`src/rtl/add_pkg.sv`:
```
// Shared defaults and helpers for the sliced, pipelined adder.
package add_pkg;

    localparam int WIDTH_DEF  = 41;
    localparam int STAGES_DEF = 3;
    localparam int MAX_WIDTH  = 128;

    function automatic int slice_w(input int width, input int stages);
        return (width + stages - 1) / stages;
    endfunction

endpackage

```
`src/rtl/add_slice.sv`:
```
// Combinational SLICE_W-bit ripple-carry adder built from full_adder cells.
module add_slice #(
    parameter int SLICE_W = 14
) (
    input  logic [SLICE_W-1:0] a,
    input  logic [SLICE_W-1:0] b,
    input  logic               cin,
    output logic [SLICE_W-1:0] sum,
    output logic               cout
);

    logic [SLICE_W:0] carry;

    assign carry[0] = cin;

    for (genvar i = 0; i < SLICE_W; i++) begin : g_bit
        full_adder u_fa (
            .a    (a[i]),
            .b    (b[i]),
            .cin  (carry[i]),
            .sum  (sum[i]),
            .cout (carry[i+1])
        );
    end

    assign cout = carry[SLICE_W];

endmodule

```
`src/rtl/full_adder.sv`:
```
// Single-bit full adder cell.
module full_adder (
    input  logic a,
    input  logic b,
    input  logic cin,
    output logic sum,
    output logic cout
);

    assign sum  = a ^ b ^ cin;
    assign cout = (a & b) | (cin & (a ^ b));

endmodule

```
`src/rtl/add_pipe.sv`:
```
// Pipelined add/subtract: one carry slice per stage, operands skewed in and
// result slices de-skewed out through the same per-stage registers.
module add_pipe
    import add_pkg::*;
#(
    parameter int WIDTH  = WIDTH_DEF,
    parameter int STAGES = STAGES_DEF
) (
    input  logic             i_clk,
    input  logic             i_rst_n,
    input  logic             i_valid,
    output logic             o_ready,
    input  logic [WIDTH-1:0] i_data_one,
    input  logic [WIDTH-1:0] i_data_two,
    input  logic             i_carry,
    input  logic             i_sub,
    output logic             o_valid,
    input  logic             i_ready,
    output logic [WIDTH-1:0] o_data,
    output logic             o_carry
);

    localparam int SW = slice_w(WIDTH, STAGES);
    // Operands are zero-padded to a whole number of slices; the top slice then
    // holds the remainder bits and the carry out of bit WIDTH-1 lands at bit WIDTH.
    localparam int PW = SW * STAGES;

    if (WIDTH < 2 || WIDTH > MAX_WIDTH || STAGES < 1 || STAGES > WIDTH) begin : g_bad_param
        $error("add_pipe: WIDTH or STAGES out of range");
    end

    logic             advance;
    logic [WIDTH-1:0] b_eff;
    logic [PW-1:0]    a_pad;
    logic [PW-1:0]    b_pad;
    logic             cin_eff;

    // Stage k register: low (k+1)*SW bits are finished result, upper bits are
    // still operand A; y carries operand B for the slices not yet consumed.
    logic [PW-1:0] x_p   [STAGES];
    logic [PW-1:0] y_p   [STAGES];
    logic          c_p   [STAGES];
    logic          vld_p [STAGES];

    logic [PW-1:0] x_src [STAGES];
    logic [PW-1:0] y_src [STAGES];
    logic          c_src [STAGES];
    logic [PW-1:0] x_nxt [STAGES];
    logic          c_nxt [STAGES];

    assign advance = !vld_p[STAGES-1] || i_ready;
    assign o_ready = advance;

    assign b_eff   = i_sub ? ~i_data_two : i_data_two;
    assign cin_eff = i_sub ? 1'b1 : i_carry;
    assign a_pad   = PW'(i_data_one);
    assign b_pad   = PW'(b_eff);

    for (genvar k = 0; k < STAGES; k++) begin : g_stage
        localparam logic [PW-1:0] MASK = PW'({SW{1'b1}}) << (k * SW);

        logic [SW-1:0] sum;
        logic          cout;

        if (k == 0) begin : g_first
            assign x_src[k] = a_pad;
            assign y_src[k] = b_pad;
            assign c_src[k] = cin_eff;
        end else begin : g_next
            assign x_src[k] = x_p[k-1];
            assign y_src[k] = y_p[k-1];
            assign c_src[k] = c_p[k-1];
        end

        add_slice #(.SLICE_W(SW)) u_slice (
            .a    (x_src[k][k*SW +: SW]),
            .b    (y_src[k][k*SW +: SW]),
            .cin  (c_src[k]),
            .sum  (sum),
            .cout (cout)
        );

        assign x_nxt[k] = (x_src[k] & ~MASK) | (PW'(sum) << (k * SW));
        assign c_nxt[k] = cout;
    end

    always_ff @(posedge i_clk or negedge i_rst_n) begin
        if (!i_rst_n) begin
            for (int k = 0; k < STAGES; k++) begin
                vld_p[k] <= 1'b0;
                x_p[k]   <= '0;
                y_p[k]   <= '0;
                c_p[k]   <= 1'b0;
            end
        end else if (advance) begin
            vld_p[0] <= i_valid;
            for (int k = 1; k < STAGES; k++) begin
                vld_p[k] <= vld_p[k-1];
            end
            for (int k = 0; k < STAGES; k++) begin
                x_p[k] <= x_nxt[k];
                y_p[k] <= y_src[k];
                c_p[k] <= c_nxt[k];
            end
        end
    end

    // Output stage is the last pipeline register.
    assign o_valid = vld_p[STAGES-1];
    assign o_data  = x_p[STAGES-1][WIDTH-1:0];

    if (PW > WIDTH) begin : g_carry_pad
        assign o_carry = x_p[STAGES-1][WIDTH];
    end else begin : g_carry_slice
        assign o_carry = c_p[STAGES-1];
    end

endmodule

```
`config.mk`:
```
export PLATFORM = sky130hd
export DESIGN_NAME = add_pipe
export DESIGN_NICKNAME = d
export VERILOG_FILES = /design/src/rtl/add_pkg.sv /design/src/rtl/add_slice.sv /design/src/rtl/full_adder.sv /design/src/rtl/add_pipe.sv
export SDC_FILE = /design/constraint.sdc
export NUM_CORES = 1
export LEC_CHECK = 0
export BUFFER_PORTS_ARGS = -buffer_cell sky130_fd_sc_hd__buf_4
export CAP_MARGIN = 10
export CORE_MARGIN = 3
export CORE_UTILIZATION = 35
export DETAILED_ROUTE_END_ITERATION = 6
export PLACE_DENSITY = 0.59
export SYNTH_ARGS = -nofsm -noshare
export SYNTH_HDL_FRONTEND = slang
export SYNTH_SLANG_ARGS = --single-unit
```
`constraint.sdc`:
```
create_clock -name i_clk -period 9.1 [get_ports i_clk]
set_clock_uncertainty 0.15 [all_clocks]
set_input_delay 0.455 -clock i_clk [delete_from_list [all_inputs] [get_ports i_clk]]
set_output_delay 0.455 -clock i_clk [all_outputs]
set_load 0.05 [all_outputs]
```
* After elaboration in Yosys (flattened, before gate mapping)
Cells that the tools add are included.
** Cells by class
- Mux-type cells :: 2
- Reduce and logical (&&, ||, !) cells :: 2
- Bitwise gates (word level) :: 210
** Operators by type and width (count)
- XOR 1 bit :: 83
- bitwise AND 1 bit :: 82
- bitwise OR 28 x 42 -> 42 bit :: 1
- bitwise OR 42 x 28 -> 42 bit :: 1
- two-way mux 41 bit :: 1
- inverter 41 bit :: 1
- bitwise OR 1 bit :: 41
- bitwise OR 41 x 14 -> 41 bit :: 1
- logical NOT 1 bit :: 1
- logical OR 1 bit :: 1
- two-way mux 1 bit :: 1
** Word-level totals
- Bits of input ports :: 88
- Bits in registers :: 213
- Output and inout bits :: 44

* Logic depth before layout (Yosys ltp)
Gate-level depths: netlist (run 1).
- Word-level depth :: 31
- Gate-level depth with buffers :: 22
- Gate-level depth less buffers :: 20

* By module
From an unflattened synthesis (run 1), not the netlist that was laid out.
** Second synthesis, totals
- Cells, all modules :: 489
- Area total of the unflattened synthesis :: 8221.6 µm²
** By module, submodules not included
- add_pipe :: cells an instance 447, area an instance 7380.8 µm², times used 1
- full_adder :: cells an instance 1, area an instance 20.0 µm², times used 42

* Least setup slack after synthesis (run 1)
No wires, ideal clock.
- Path kind :: reg2reg
- From :: register x_p[98] (netlist name)
- To :: register x_p[69] (netlist name)
- Stages on the path, launching flop included :: 19
- Setup time :: 0.077 ns
- Data arrival time :: 6.574 ns
- Path slack :: 2.299 ns
- Period minus slack after synthesis :: 6.801 ns
- Cell sequence :: dfrtp_1 fa_1 fa_1 fa_1 fa_1 fa_1 fa_1 fa_1 fa_1 fa_1 inv_1 fa_1 inv_1 fa_1 fa_1 fa_1 inv_1 fa_1 a21oi_1
** On the way
- Cells in the longest elaborated chain, start to end :: 29
- Elaborated cells on any way between the ends :: 30
** Ends and longest elaborated chain
- start: declaration :: line add_pipe.sv:40 : logic [PW-1:0] x_p [STAGES];
- start signal: indexed assignment :: line add_pipe.sv:101 : x_p[k] <= x_nxt[k];
- XOR 1 bit :: line full_adder.sv:11 : assign cout = (a & b) | (cin & (a ^ b));
- bitwise AND 1 bit :: line full_adder.sv:11
- bitwise OR 1 bit * :: line full_adder.sv:11
- bitwise AND 1 bit * :: line full_adder.sv:11
- bitwise OR 1 bit * :: line full_adder.sv:11
- bitwise AND 1 bit * :: line full_adder.sv:11
- bitwise OR 1 bit * :: line full_adder.sv:11
- bitwise AND 1 bit * :: line full_adder.sv:11
- [13 not listed]
- bitwise AND 1 bit * :: line full_adder.sv:11
- bitwise OR 1 bit * :: line full_adder.sv:11
- bitwise AND 1 bit * :: line full_adder.sv:11
- bitwise OR 1 bit * :: line full_adder.sv:11
- bitwise AND 1 bit * :: line full_adder.sv:11
- bitwise OR 1 bit * :: line full_adder.sv:11
- XOR 1 bit * :: line full_adder.sv:10 : assign sum = a ^ b ^ cin;
- bitwise OR 42 x 28 -> 42 bit * :: line add_pipe.sv:83 : assign x_nxt[k] = (x_src[k] & ~MASK) | (PW'(sum) << (k * SW));
Mark *: on every way between the ends. The rest lies on a longest branch, timed or not.
A chain may end at the register's enable or synchronous reset.

* Worst setup path after layout (run 1)
Same ends and word-level chain as after synthesis.

==> metrics.csv, run 1 <==
metric,value,unit
nets@finish,751,
Core Area,22100,µm²
clock slew at reported path FFs,0.07,ns
number of top-level pins,132,
Place WS,1.90,ns
TritonCTS Buffers,17,
Mean Syn Cell Area,16.1,µm²
pin count of the biggest net entering global routing,99,
worst slew pin tran,0.951,ns
fin. max-slew vios,0,
Placer Congestion,0.727,
worst setup margin,2.07,ns
DRT antenna net count,0,
starting density of the core,36.0,%
Fmax achieved,0.142,GHz
initial antenna violation count,0,
Ys Warns,0,
num rows,54,
fin crit share,77.2,%
sequential area share after synthesis,53.2,%
min cycle time layout,7.03,ns
Worst Setup Start Kind,register,
Fillers,1972,
TritonRoute pass-1 iters,4,
Slew HR,36.6,%
Die Area,24600,µm²
TNS Setup,0,ns
Mapped Area,7960,µm²
Die Wd,157,µm
"FF+latch count, synth",169,
DRC Markers,0,
Total Power,0.00330,W
Crit Path Class,reg2reg,
CTS tree,built,
Max clock buf depth,2,
Cells after Synth,495,
max_cap viols,0,
Avg WL per Cell,16.2,µm
via count,4151,
H-tree Lvls,4,
Post-CTS Setup Bufs,0,
Crit. End Element,register,
hold slack,-0.0561,ns
Leak Pwr,4.55,nW
# port buffers,131,
# hold bufs at CTS,0,
RSZ-0062 raised after global routing,no,
DP HPWL,9.98,mm
HP Class,in2async,
status,finished with violations,
Die H,157,µm
GRT Resource Usage Total,12.6,%
PwrDens,338,nW/µm²
root buffer cell,clkbuf_16,
final wirelength,14.8,mm
"Hold Vio Cnt, Final",22,
global-route wire length before repair,24.1,mm
failing checks,negative hold slack,
TritonCTS Sinks,169,
Worst EP arrival,7.22,ns
layout cells sized above 1,49.7,%
Synth-to-Final Area Change,22.6,%
Mapped Nets,624,
vias in the first global route,4589,
WP data required,9.29,ns
Antenna diodes,0,
Overflow after GRT,0,
DR vias/cell,4.54,
peak supply drop,152,µV
Clock Latency Late Sink,0.42,ns
Setup Viol. Count Final,0,
post-cts sizing count,0,
Critical Path Fanout Max,2,
Iter 0 DRT Violations,164,
Netlist cell types,16,
## cells in the mapped netlist
library cell	instances	area [µm²]
a21oi_1	17	85.1
buf_2	13	65.1
buf_6	12	135
clkbuf_1	2	7.51
dfrtp_1	169	4230
fa_1	41	821
inv_1	29	109
mux2_2	71	800
mux2_4	78	1170
mux2i_1	2	20.0
nand2b_1	1	6.26
nand2b_4	1	13.8
nor3b_1	17	128
or2_2	1	6.26
xnor2_1	13	114
xor2_1	28	245
## worst max-delay path, cell delays in order, from the launching register on
cell	delay [ns]
dfrtp_1	0.41
fa_1	0.47
fa_1	0.46
fa_1	0.47
fa_1	0.46
fa_1	0.46
fa_1	0.46
fa_1	0.46
fa_1	0.46
fa_1	0.42
inv_1	0.09
fa_1	0.17
inv_1	0.06
fa_1	0.45
fa_1	0.47
fa_1	0.42
inv_1	0.09
fa_1	0.38
a21oi_1	0.12
## stage by stage
| step | hold slack, ns | util [%] | area, µm² | cells |
|---|---|---|---|---|
| after floorplan | 0.00941 | - | 7960 | 495 |
| after global placement | 0.303 | 41.3 | 9110 | 883 |
| after detailed placement | 0.309 | 41.3 | 9110 | 883 |
| after CTS | 0.00286 | 44.2 | 9760 | 914 |
| after global routing | 0.0243 | 44.2 | 9760 | 914 |
| final | -0.0561 | 44.2 | 9760 | 914 |
## flip-flops by register name (all words and copies together), names as in the netlist
name / count
o_data: 41
x_p: 82
o_valid: 1
vld_p: 2
c_p: 2
y_p: 40
o_carry: 1
## logic make-up after synthesis
family,after synthesis,synth area share [%]
DFF,169,53.2
muxes,151,25.0
and+or+nand+nor,20,1.93
buffers and inverters,56,3.98
xor gates and xnor gates,41,4.51
adders and majority gates,41,10.3
AOI/OAI and AO/OA,17,1.07
## area by class of cell
class	instances	area, µm²	area share [%]
Clock buffer	20	447	4.58
Sequential cell	169	4230	43.4
Clock inverter	11	194	1.99
Tap cell	280	350	3.59
Timing Repair Buffer	135	1020	10.4
Multi-Input combinational cell	270	3410	34.9
Inverter	29	109	1.12
## where the power goes
group          switching [W]  internal [W]
clock network       0.000298      0.000494
registers           0.000169       0.00104
logic               0.000685      0.000612
## placed cells by master, fill, tap and decap left out
master | Yosys | layout
inv_1 | 29 | 29
buf_6 | 12 | 1
mux2i_1 | 2 | 2
nand2b_4 | 1 | 1
clkbuf_1 | 2 | 2
bufinv_16 | 0 | 5
xnor2_1 | 13 | 13
mux2_4 | 78 | 78
or2_2 | 1 | 1
nor3b_1 | 17 | 17
xor2_1 | 28 | 28
fa_1 | 41 | 41
a21oi_1 | 17 | 17
clkinv_4 | 0 | 2
inv_6 | 0 | 1
clkinv_2 | 0 | 2
mux2_2 | 71 | 71
clkinvlp_4 | 0 | 1
clkbuf_8 | 0 | 1
clkbuf_16 | 0 | 17
dfrtp_1 | 169 | 169
nand2b_1 | 1 | 1
buf_4 | 0 | 134
## metal layers
| metal | global-route usage (%) | share of wire [%] | vias to the layer above |
|---|---|---|---|
| li1 | - | - | 1909 |
| met2 | 19.9 | 50 | 89 |
| met4 | 4.42 | 1.5 | 0 |
| met3 | 2.88 | 3.9 | 18 |
| met1 | 17.0 | 45 | 2135 |
| met5 | 0 | 0 | - |
## path summary, 6_finish.rpt
check | slack [ns] | cells after the start | startpoint | endpoint
setup / recovery | 2.07 | 18 | x_p[98] | x_p[69]
hold / removal | -0.06 | 1 | i_rst_n | o_data[8]
setup reg to reg | 2.07 | 18 | x_p[98] | x_p[69]
hold reg to reg | 0.34 | 1 | vld_p[1] | o_valid
max in group asynchronous | 7.34 | 2 | i_rst_n | o_data[5]
min in group i_clk | 0.10 | 2 | i_data_one[37] | x_p[121]
(Power assumes the default switching activity.)
==> inputs of run 2 (changes only) <==
--- a/config.mk
+++ b/config.mk
@@ -5,6 +5,7 @@
 export SDC_FILE = /design/constraint.sdc
 export NUM_CORES = 1
 export LEC_CHECK = 0
+export ABC_AREA = 1
 export BUFFER_PORTS_ARGS = -buffer_cell sky130_fd_sc_hd__buf_4
 export CAP_MARGIN = 10
 export CORE_MARGIN = 3
==> constraint.sdc (replaced) <==
create_clock -name i_clk -period 6.6 [get_ports i_clk]
set_clock_uncertainty 0.15 [all_clocks]
set_input_delay 0.33 -clock i_clk [delete_from_list [all_inputs] [get_ports i_clk]]
set_output_delay 0.33 -clock i_clk [all_outputs]
set_load 0.05 [all_outputs]
==> run 2 against run 1 <==
Against the previous run: the run now ends clean; register-to-register slack got worse by 1.8 ns; sequential power rose by 37%; final area rose by 0.49%; sequential share of layout area fell by 0.21 points; critical path depth did not move; combinational power rose by 28%; power rose by 33%; maximum frequency rose by 11%; sequential cell count did not move; synthesized cell count rose by 69%; via count rose by 31%; critical endpoint unchanged; highest routed layer unchanged.
==> metrics.csv, run 2 <==
metric,value,unit,change
Synth top cells by count,"nand2_1 (380), dfrtp_1 (169), inv_1 (84)",,
sequential area share after synthesis,55.0,%,+1.9 points
number of top-level pins,132,,unchanged
status,completed,,
"FF+latch count, synth",169,,unchanged
TritonRoute pass-1 iters,4,,unchanged
fin crit share,96.0,%,+19 points
M1 WL,7.87,mm,+19%
Worst Path Buf+Inv,3,,unchanged
DP HPWL,10.4,mm,+3.7%
RSZ-0062 raised after global routing,no,,
TritonCTS Buffers,17,,unchanged
initial antenna violation count,0,,unchanged
Reg with most FFs,x_p,,
ranking of synthesized cells by area,"dfrtp_1 (55%), nand2_1 (19%), fa_1 (11%)",,
worst setup margin,0.264,ns,-1.81 ns
Leak Pwr,5.06,nW,+11%
crit path max-delay cell type,fa_1,,
Clock Latency Late Sink,0.42,ns,about the same
Ys Warns,0,,unchanged
via count,5428,,+31%
Worst Setup Start Kind,register,,
Core Area,21300,µm²,-3.7%
Fillers,2020,,+2.4%
GRT Resource Usage Total,14.0,%,+1.5 points
HP Class,in2reg,,
Final Cell Area,9800,µm²,+0.49%
Slew HR,36.3,%,-0.31 points
Mapped Area,7680,µm²,-3.4%
Synth Flop Type,dfrtp_1,,
CTS tree,built,,
WP data required,6.79,ns,-2.50 ns
vias in the first global route,5336,,+16%
Iter 0 DRT Violations,265,,+62%
final core utilization,46.1,%,+1.9 points
Cells after Synth,839,,+69%
final wirelength,15.9,mm,+7.3%
TritonCTS Sinks,169,,unchanged
Met2 Routed Length,7.21,mm,-1.7%
cell area after placement,8850,µm²,-2.9%
met3 WL post-DR,582,µm,unchanged
Worst EP arrival,6.52,ns,-0.70 ns
# port buffers,131,,unchanged
largest area contributor in the netlist,dfrtp_1,,
"Hold Vio Cnt, Final",0,,-100%
Mapped Nets,968,,+55%
"commonest non-fill, non-tap cell in the layout",nand2_1,,
clock slew at reported path FFs,0.07,ns,about the same
pin count of the biggest net entering global routing,104,,+5.1%
Max clock buf depth,2,,unchanged
Avg WL per Cell,12.5,µm,-23%
crit-path cells,"fa_2, fa_2, fa_2, fa_2, fa_2, fa_2, fa_2, fa_2, fa_1, inv_1, fa_1, inv_1, fa_2, fa_2, fa_1, inv_1, fa_1, o21ai_1",,
Die Wd,154,µm,-1.6%
Critical Path Fanout Max,2,,unchanged
global-route wire length before repair,27.0,mm,+12%
Antenna diodes,0,,unchanged
root buffer cell,clkbuf_16,,
CP most frequent cell,fa_2,,
post-synth top area share,55.0,%,+1.9 points
max reg flops,82,,unchanged
most numerous cell in the Yosys netlist,nand2_1,,
Netlist cell types,16,,unchanged
DRC Markers,0,,unchanged
Setup Viol. Count Final,0,,unchanged
Overflow after GRT,0,,unchanged
starting density of the core,36.1,%,+0.095 points
H-tree Lvls,4,,unchanged
Synth-to-Final Area Change,27.6,%,
Fmax achieved,0.158,GHz,+11%
Top delay family on crit path,adder cells,,
Crit. End Element,register,,
Place WS,-0.199,ns,-2.10 ns
nets@finish,1110,,+48%
area of the multi-input gates,2950,µm²,-13%
DRT antenna net count,0,,unchanged
"commonest cells after routing, fill and taps aside","nand2_1 (380), dfrtp_1 (169), buf_4 (136)",,
TNS Setup,0,ns,unchanged
Placer Congestion,0.736,,+1.3%
ys async rst share,100,%,unchanged
peak supply drop,152,µV,-0.18%
DR vias/cell,4.28,,-5.8%
fin. max-slew vios,0,,unchanged
Crit Path Class,reg2reg,,
Storage cell area,4230,µm²,unchanged
Die Area,23800,µm²,-3.3%
min cycle time layout,6.34,ns,-0.691 ns
Post-CTS Setup Bufs,0,,unchanged
CP peak stage delay,0.42,ns,-0.05 ns
max_cap viols,0,,unchanged
PwrDens,447,nW/µm²,+32%
layout cells sized above 1,18.9,%,-31 points
worst slew pin tran,0.955,ns,+0.00467 ns
number of synthesized flops with an enable pin,0,,unchanged
Die H,154,µm,-1.6%
num rows,53,,-1.9%
Mean Syn Cell Area,9.16,µm²,-43%
uppermost layer routed,met4,,
[run 2: per-layer routing]
| metal | global-route usage [%] | vias to the layer above |
|---|---|---|
| met4 | 4.42 | 0 |
| met5 | 0 | - |
| met2 | 21.2 | 99 |
| met1 | 20.4 | 2499 |
| li1 | - | 2816 |
| met3 | 2.99 | 14 |
[run 2: final cells by class]
type / instances / area share (%)
clock inverters: 9 / 1.38
clock buffers: 23 / 5.08
flip-flops and latches: 169 / 43.1
well taps: 275 / 3.51
inverters: 86 / 3.29
multi-input cells: 541 / 30.1
repair buffers: 166 / 13.5
[run 2: report_power, final]
part / switching [W] / total, W / internal, W / leakage [nW]
registers: 0.000214 / 0.00166 / 0.00144 / 2.03
logic: 0.00110 / 0.00167 / 0.000573 / 2.71
clock network: 0.000404 / 0.00105 / 0.000649 / 0.314
total: 0.00172 / 0.00438 / 0.00266 / 5.06
[run 2: metrics by stage]
step,total power (W),hold WS [ns],std cells
floorplan,0.00284,-0.116,839
global placement,0.00333,0.280,1208
detailed placement,0.00336,0.284,1208
CTS,0.00445,0.00808,1269
global route,0.00475,0.0356,1269
finish,0.00438,0.0336,1269
[run 2: logic make-up after synthesis]
| kind of cell | share of synthesized area (%) |
|---|---|
| AOI/OAI and AO/OA | 4.95 |
| DFF | 55.0 |
| xor gates and xnor gates | 1.60 |
| adders and majority gates | 10.7 |
| buffers and inverters | 7.11 |
| and+or+nand+nor | 20.6 |
[run 2: tightest hold or removal path: stages]
cell     delay, ns
buf_4         0.08
nand2_1       0.04
nand3_1       0.07
nand2_1       0.04
[run 2: timing repair]
action / in CTS / in global routing
resized for setup: 5 / 7
endpoints found under the hold margin: 124 / 0
pin swaps: 0 / 2
hold buffers: 29 / 0
endpoints found under the setup margin: 2 / 2
[run 2: final timing paths]
check                               start        end  slack, ns  cells after the start
min reg2reg                      vld_p[1]    o_valid       0.29                      2
max reg2reg                       x_p[98]    x_p[69]       0.26                     18
min                        i_data_two[23]   y_p[107]       0.03                      4
max                               x_p[98]    x_p[69]       0.26                     18
max in group asynchronous         i_rst_n    x_p[70]       4.40                      3
min in group asynchronous         i_rst_n  o_data[8]       0.43                      2
